File: src/rtl/usb_defs.vh
// rtl/usb_defs.vh - full-speed USB line-level constants shared by transmit and receive paths
`ifndef USB_DEFS_VH
`define USB_DEFS_VH

`define USB_LINE_SE0          2'b00
`define USB_LINE_K            2'b01
`define USB_LINE_J            2'b10
`define USB_SYNC_PATTERN      8'h80
`define USB_MAX_RUN           3'd6
`define USB_CLOCKS_PER_BIT    4

`endif

File: src/rtl/usb_tx_pkg.sv
// rtl/usb_tx_pkg.sv - types and constants for the USB packet transmitter
`include "usb_defs.vh"

package usb_tx_pkg;

    // Line state as {dp, dn}
    typedef enum logic [1:0] {
        LINE_SE0 = `USB_LINE_SE0,
        LINE_K   = `USB_LINE_K,
        LINE_J   = `USB_LINE_J
    } line_t;

    typedef enum logic [2:0] {
        ST_IDLE,
        ST_SYNC,
        ST_DATA,
        ST_EOP_SE0,
        ST_EOP_J
    } state_t;

    localparam logic [7:0] SYNC_PATTERN           = `USB_SYNC_PATTERN;
    localparam logic [2:0] MAX_RUN_LENGTH         = `USB_MAX_RUN;
    localparam int         DEFAULT_CLOCKS_PER_BIT = `USB_CLOCKS_PER_BIT;

    // A transmitted 0 flips the differential level between J and K
    function automatic line_t nrzi_toggle(input line_t level);
        return (level == LINE_J) ? LINE_K : LINE_J;
    endfunction

endpackage

File: src/rtl/usb_tx_bit_encoder.sv
// rtl/usb_tx_bit_encoder.sv - NRZI encoder with bit stuffing, one line bit per strobe
module usb_tx_bit_encoder
    import usb_tx_pkg::*;
(
    input  logic  clock,
    input  logic  reset,
    input  logic  bit_strobe,
    input  logic  bit_valid,
    input  logic  data_bit,
    input  line_t force_state,
    output line_t line_state,
    output logic  stall
);

    logic [2:0] ones;

    // A full run of ones means the next strobe must carry a stuff bit instead of data
    assign stall = (ones == MAX_RUN_LENGTH);

    // Line register: stuff bit has priority, then NRZI data, otherwise a forced level (SE0/J)
    always_ff @(posedge clock) begin
        if (reset) begin
            line_state <= LINE_J;
            ones       <= 3'd0;
        end else if (bit_strobe) begin
            if (stall) begin
                line_state <= nrzi_toggle(line_state);
                ones       <= 3'd0;
            end else if (bit_valid) begin
                if (data_bit) begin
                    ones <= ones + 3'd1;
                end else begin
                    line_state <= nrzi_toggle(line_state);
                    ones       <= 3'd0;
                end
            end else begin
                line_state <= force_state;
                ones       <= 3'd0;
            end
        end
    end

endmodule

File: src/rtl/usb_tx.sv
// rtl/usb_tx.sv - full-speed USB packet transmitter: SYNC, stuffed NRZI payload, EOP
module usb_tx
    import usb_tx_pkg::*;
#(
    parameter int CLOCKS_PER_BIT = DEFAULT_CLOCKS_PER_BIT
) (
    input  logic       clock,
    input  logic       reset,
    input  logic [7:0] in_data,
    input  logic       in_valid,
    input  logic       in_last,
    output logic       in_ready,
    output logic       usb_dp_out,
    output logic       usb_dn_out,
    output logic       usb_oe,
    output logic       busy,
    output logic       underrun
);

    localparam int CNT_W = (CLOCKS_PER_BIT > 1) ? $clog2(CLOCKS_PER_BIT) : 1;
    localparam logic [CNT_W-1:0] CNT_MAX = CNT_W'(CLOCKS_PER_BIT - 1);

    state_t           state, state_next;
    logic [CNT_W-1:0] bit_cnt;
    logic [2:0]       idx, idx_next;
    logic             eop_second, eop_second_next;
    logic [7:0]       hold_data, shift_data;
    logic             hold_full, hold_last, shift_last;
    logic             load_shift;
    logic             underrun_next;
    logic             bit_end;
    logic             enc_strobe, enc_valid, enc_bit, enc_stall;
    line_t            enc_force;
    line_t            line_state;

    assign bit_end    = (bit_cnt == CNT_MAX);
    assign in_ready   = !hold_full && (state != ST_EOP_SE0) && (state != ST_EOP_J);
    assign usb_oe     = (state != ST_IDLE);
    assign busy       = usb_oe;
    assign usb_dp_out = line_state[1];
    assign usb_dn_out = line_state[0];

    // Holding register: filled by the handshake, emptied when moved into the shift register
    always_ff @(posedge clock) begin
        if (reset) begin
            hold_full <= 1'b0;
            hold_data <= 8'h00;
            hold_last <= 1'b0;
        end else begin
            if (load_shift) begin
                hold_full <= 1'b0;
            end
            if (in_valid && in_ready) begin
                hold_full <= 1'b1;
                hold_data <= in_data;
                hold_last <= in_last;
            end
        end
    end

    // Shift register keeps the byte on the wire and whether it closes the packet
    always_ff @(posedge clock) begin
        if (reset) begin
            shift_data <= 8'h00;
            shift_last <= 1'b0;
        end else if (load_shift) begin
            shift_data <= hold_data;
            shift_last <= hold_last;
        end
    end

    // Bit timer runs only while the bus is owned; it wraps at the end of every bit time
    always_ff @(posedge clock) begin
        if (reset || state == ST_IDLE) begin
            bit_cnt <= '0;
        end else if (bit_end) begin
            bit_cnt <= '0;
        end else begin
            bit_cnt <= bit_cnt + CNT_W'(1);
        end
    end

    // FSM state and per-state counters
    always_ff @(posedge clock) begin
        if (reset) begin
            state      <= ST_IDLE;
            idx        <= 3'd0;
            eop_second <= 1'b0;
            underrun   <= 1'b0;
        end else begin
            state      <= state_next;
            idx        <= idx_next;
            eop_second <= eop_second_next;
            underrun   <= underrun_next;
        end
    end

    // Next-state logic: chooses what the encoder puts on the line at each bit boundary
    always_comb begin
        state_next      = state;
        idx_next        = idx;
        eop_second_next = eop_second;
        load_shift      = 1'b0;
        underrun_next   = 1'b0;
        enc_strobe      = 1'b0;
        enc_valid       = 1'b1;
        enc_bit         = 1'b0;
        enc_force       = LINE_J;
        case (state)
            ST_IDLE: begin
                if (hold_full) begin
                    state_next = ST_SYNC;
                    idx_next   = 3'd0;
                    load_shift = 1'b1;
                    enc_strobe = 1'b1;
                    enc_bit    = SYNC_PATTERN[0];
                end
            end
            ST_SYNC: begin
                if (bit_end) begin
                    enc_strobe = 1'b1;
                    if (idx == 3'd7) begin
                        state_next = ST_DATA;
                        idx_next   = 3'd0;
                        enc_bit    = shift_data[0];
                    end else begin
                        idx_next = idx + 3'd1;
                        enc_bit  = SYNC_PATTERN[idx + 3'd1];
                    end
                end
            end
            ST_DATA: begin
                if (bit_end) begin
                    enc_strobe = 1'b1;
                    if (enc_stall) begin
                        // encoder emits the stuff bit; decisions wait for its end
                        idx_next = idx;
                    end else if (idx != 3'd7) begin
                        idx_next = idx + 3'd1;
                        enc_bit  = shift_data[idx + 3'd1];
                    end else if (shift_last) begin
                        state_next      = ST_EOP_SE0;
                        eop_second_next = 1'b0;
                        enc_valid       = 1'b0;
                        enc_force       = LINE_SE0;
                    end else if (hold_full) begin
                        load_shift = 1'b1;
                        idx_next   = 3'd0;
                        enc_bit    = hold_data[0];
                    end else begin
                        underrun_next   = 1'b1;
                        state_next      = ST_EOP_SE0;
                        eop_second_next = 1'b0;
                        enc_valid       = 1'b0;
                        enc_force       = LINE_SE0;
                    end
                end
            end
            ST_EOP_SE0: begin
                if (bit_end) begin
                    enc_strobe = 1'b1;
                    enc_valid  = 1'b0;
                    if (!eop_second) begin
                        eop_second_next = 1'b1;
                        enc_force       = LINE_SE0;
                    end else begin
                        state_next = ST_EOP_J;
                        enc_force  = LINE_J;
                    end
                end
            end
            ST_EOP_J: begin
                if (bit_end) begin
                    enc_strobe = 1'b1;
                    enc_valid  = 1'b0;
                    enc_force  = LINE_J;
                    state_next = ST_IDLE;
                end
            end
            default: state_next = ST_IDLE;
        endcase
    end

    usb_tx_bit_encoder u_encoder (
        .clock       (clock),
        .reset       (reset),
        .bit_strobe  (enc_strobe),
        .bit_valid   (enc_valid),
        .data_bit    (enc_bit),
        .force_state (enc_force),
        .line_state  (line_state),
        .stall       (enc_stall)
    );

endmodule

File: config.mk
export PLATFORM = sky130hd
export DESIGN_NAME = usb_tx
export DESIGN_NICKNAME = d
export VERILOG_FILES = /design/src/rtl/usb_tx_pkg.sv /design/src/rtl/usb_tx_bit_encoder.sv /design/src/rtl/usb_tx.sv
export VERILOG_INCLUDE_DIRS = /design/src /design/src/rtl
export SDC_FILE = /design/constraint.sdc
export NUM_CORES = 1
export LEC_CHECK = 0
export ABC_AREA = 1
export CELL_PAD_IN_SITES_DETAIL_PLACEMENT = 2
export CELL_PAD_IN_SITES_GLOBAL_PLACEMENT = 2
export CORE_ASPECT_RATIO = 1.25
export CORE_MARGIN = 4
export CORE_UTILIZATION = 34
export DETAILED_ROUTE_END_ITERATION = 8
export PLACE_DENSITY_LB_ADDON = 0.1
export SYNTH_ARGS = -nofsm -noshare
export SYNTH_HDL_FRONTEND = slang
export SYNTH_SLANG_ARGS = --single-unit
File: constraint.sdc
create_clock -name clock -period 3.95 [get_ports clock]
set_clock_uncertainty 0.05 [all_clocks]
set_input_delay 0.5925 -clock clock [delete_from_list [all_inputs] [get_ports clock]]
set_output_delay 0.5925 -clock clock [all_outputs]
set_load 0.03 [all_outputs]
==> qor.tcl <==
set qor(synth.yosys.seq_area_share) 0.389
set qor(crit_path_max_fanout) 9
set qor(place_worst_setup_slack_ps) 1550
set qor(drt_iter0_markers) 62
set qor(endpoint_kind) {output pin}
set qor(postCtsSetupRepairBufs) 0
set qor(post_synth_num_cell_types) 29
set qor(final_period_utilization) 0.682
set qor(finalHoldViolations) 0
set qor(slew-limit-headroom) 0.468
set qor(htree_num_levels) 2
set qor(layout.core_utilization) 0.421
set qor(wl_um) 4870
set qor(syn-cell-area_mm2) 0.00175
set qor(worst_hold_path_type) {flip-flop to flip-flop}
set qor(finalCriticalPeriod_ps) 2690
set qor(floorplan.initialDensity) 0.359
set qor(slowest_delay_ps) 690
set qor(post_synth_inst_count) 247
set qor(clock_sinks) 34
set qor(report.final.setup_viol) 0
set qor(antenna_cells_inserted) 0
set qor(final_layout_size_suffix_gt1_frac) 0.121
set qor(worst_slack_ps) 1260
set qor(seqCellArea_um2) 681
set qor(buffer_ports.inserted) 17
set qor(critical-path-slowest-cell) {sky130_fd_sc_hd__clkdlybuf4s50_1}
set qor(total_of_hold_buffers_inserted_after_clock_tree_synthesis) 0
set qor(grt_overflow) 0
set qor(drv.max_cap_violation_count) 0
set qor(status) {completed}
set qor(fillerInstances) 608
set qor(postSynthRegisterBits) 34
set qor(drcViolationCount) 0
set qor(detail-route-antenna-nets) 0
set qor(vdd_drop_max_uv) 279
set qor(hpwl_um) 3710
set qor(first_global_vias) 1847
set qor(row_count) 28
set qor(worst-endpoint-arrival_ps) 2050
set qor(nNetsFinal) 282
set qor(vias) 1658
set qor(via_per_inst) 5.10
set qor(fmax_mhz) 371
set qor(die_h_um) 88.2
set qor(final_common_cell) {sky130_fd_sc_hd__nand2_1}
set qor(crit_chain) {inv_1 > nand3_1 > nand2_1 > nor2_2 > clkdlybuf4s50_1}
set qor(powerDensity_mw_per_mm2) 781
set qor(area_growth_pct) 17.2
set qor(synth.yosys.warnings) 0
set qor(finalMaxSlewViolations) 0
set qor(cts_max_path_buffers) 2
set qor(worstSetupStartpointType) {flip-flop}
set qor(layout_common_cells) {sky130_fd_sc_hd__nand2_1, sky130_fd_sc_hd__nor2_1, sky130_fd_sc_hd__dfxtp_1}
set qor(design_power_total_uw) 1600
set qor(rsz_0062_raised_after_global_routing) {false}
set qor(tritoncts_clock_tree) {yes}
set qor(wl_per_cell_um) 15.0
set qor(clk_pin_slew_worst_setup_hold_paths_ps) 70
set qor(clock_latency_ps) 290
set qor(dieArea_mm2) 0.00636
set qor(setup.worst_path.class) {flip-flop to output pin}
set qor(multi_input_comb_area_um2) 918
set qor(detail_route.first_pass.iterations) 4
set qor(number_of_antenna_violations_at_the_first_check_in_global_routing) 0
set qor(max_slew.worst_pin.slew_ps) 797
set qor(io_pins) 18
set qor(grt_pass1_wl_um) 8590
set qor(die_width_um) 72.1
set qor(syn_avg_cell_area_um2) 7.08
set qor(post_cts_resize_count) 0
set qor(place.gp.congestion) 0.799
set qor(power.static_leakage_uw) 0.000858
set qor(grt_max_degree) 27
set qor(fin_tns_setup_ps) 0
set qor(worst-endpoint-required_ps) 3310
set qor(cts-buffers-inserted) 5
set qor(syn-num-nets) 265
set qor(ctsRootBufferMaster) {sky130_fd_sc_hd__clkbuf_8}
set qor(groute.usage.overall) 0.174
set qor(core-area_mm2) 0.00487
registers in the layout, indices dropped and copies added, names as in the netlist:
name and cells:
hold_full 1, hold_last 1, shift_data 8, u_encoder.line_state 2, u_encoder.ones 3, bit_cnt 2
underrun 1, idx 3, hold_data 8, eop_second 1, shift_last 1, state 3
cells by family (layout without fill, tap and decap cells):
family                     count (synthesis)  after routing  share of synthesized area
AOI/OAI and AO/OA                         51             51                      0.156
and+or+nand+nor                          118            118                      0.321
buffers and inverters                     37             55                     0.0852
adders and majority gates                  6              6                     0.0429
DFF                                       34             34                      0.389
xor gates and xnor gates                   1              1                    0.00501
layer usage:
metal  part of all wire  vias to the layer above  track usage
met3              0.020                        7       0.0310
met1               0.41                      802        0.180
li1                   -                      832            -
met5                  0                        -            0
met4              0.013                        0       0.0667
met2               0.56                       17        0.340
layout make-up:
cell class              instances  area share
inverters                      30      0.0550
clock buffers                   7      0.0422
well taps                      60      0.0367
flip-flops and latches         34       0.332
repair buffers                 17      0.0831
multi-input cells             176       0.448
clock inverters                 1     0.00244
synth_stat cells:
master,n,share of area
sky130_fd_sc_hd__buf_4,2,0.0086
sky130_fd_sc_hd__nand3_2,1,0.0057
sky130_fd_sc_hd__o31ai_1,1,0.0043
sky130_fd_sc_hd__inv_1,23,0.049
sky130_fd_sc_hd__o21ai_1,15,0.043
sky130_fd_sc_hd__o21ai_0,12,0.034
sky130_fd_sc_hd__nor2_2,4,0.014
sky130_fd_sc_hd__nand3_1,17,0.049
sky130_fd_sc_hd__a31oi_1,1,0.0036
sky130_fd_sc_hd__nand2_2,3,0.011
sky130_fd_sc_hd__ha_1,6,0.043
sky130_fd_sc_hd__buf_1,1,0.0021
sky130_fd_sc_hd__or2_0,1,0.0036
sky130_fd_sc_hd__buf_2,2,0.0057
sky130_fd_sc_hd__nand4_1,5,0.018
sky130_fd_sc_hd__o21ai_2,2,0.010
sky130_fd_sc_hd__nor2_4,1,0.0064
sky130_fd_sc_hd__nand2_1,42,0.090
sky130_fd_sc_hd__a21oi_1,18,0.052
sky130_fd_sc_hd__nand3b_1,2,0.0086
sky130_fd_sc_hd__nor3_2,1,0.0057
sky130_fd_sc_hd__nor2_1,36,0.077
sky130_fd_sc_hd__inv_2,7,0.015
sky130_fd_sc_hd__clkbuf_1,2,0.0043
sky130_fd_sc_hd__nand2_4,5,0.032
sky130_fd_sc_hd__o211ai_1,1,0.0043
sky130_fd_sc_hd__dfxtp_1,34,0.39
sky130_fd_sc_hd__a21oi_2,1,0.0050
sky130_fd_sc_hd__xor2_1,1,0.0050
worst max-delay path, delay by kind of cell (launching register included):
family	cells	cell delay, ps
buf+inv	2	820
flops	1	560
simple gates	3	390
final timing paths:
check	from	endpoint	slack (ps)	cells past startpoint
max reg2reg	idx[0]$_SDFFE_PP0P_	u_encoder.line_state[1]$_SDFFE_PP1P_	1920	13
min reg2reg	bit_cnt[0]$_SDFF_PP0_	bit_cnt[0]$_SDFF_PP0_	370	1
min	bit_cnt[0]$_SDFF_PP0_	bit_cnt[0]$_SDFF_PP0_	370	1
max	state[0]$_SDFFE_PP0P_	in_ready	1260	5
power by group:
part | internal (uW) | leakage (uW) | switching [uW]
Sequential | 432 | 0.000279 | 82.8
Clock | 141 | 0.0000482 | 129
Combinational | 275 | 0.000531 | 540
through the flow:
| stage | hold slack, ps | cells | cell area (um^2) |
|---|---|---|---|
| 2_1_floorplan | 349 | 247 | 1750 |
| 3_3_place_gp | 368 | 317 | 1960 |
| 3_5_place_dp | 377 | 317 | 1960 |
| 4_1_cts | 387 | 325 | 2050 |
| 5_1_grt | 399 | 325 | 2050 |
| 6_report | 375 | 325 | 2050 |
Power figures use the tool's default switching activity.
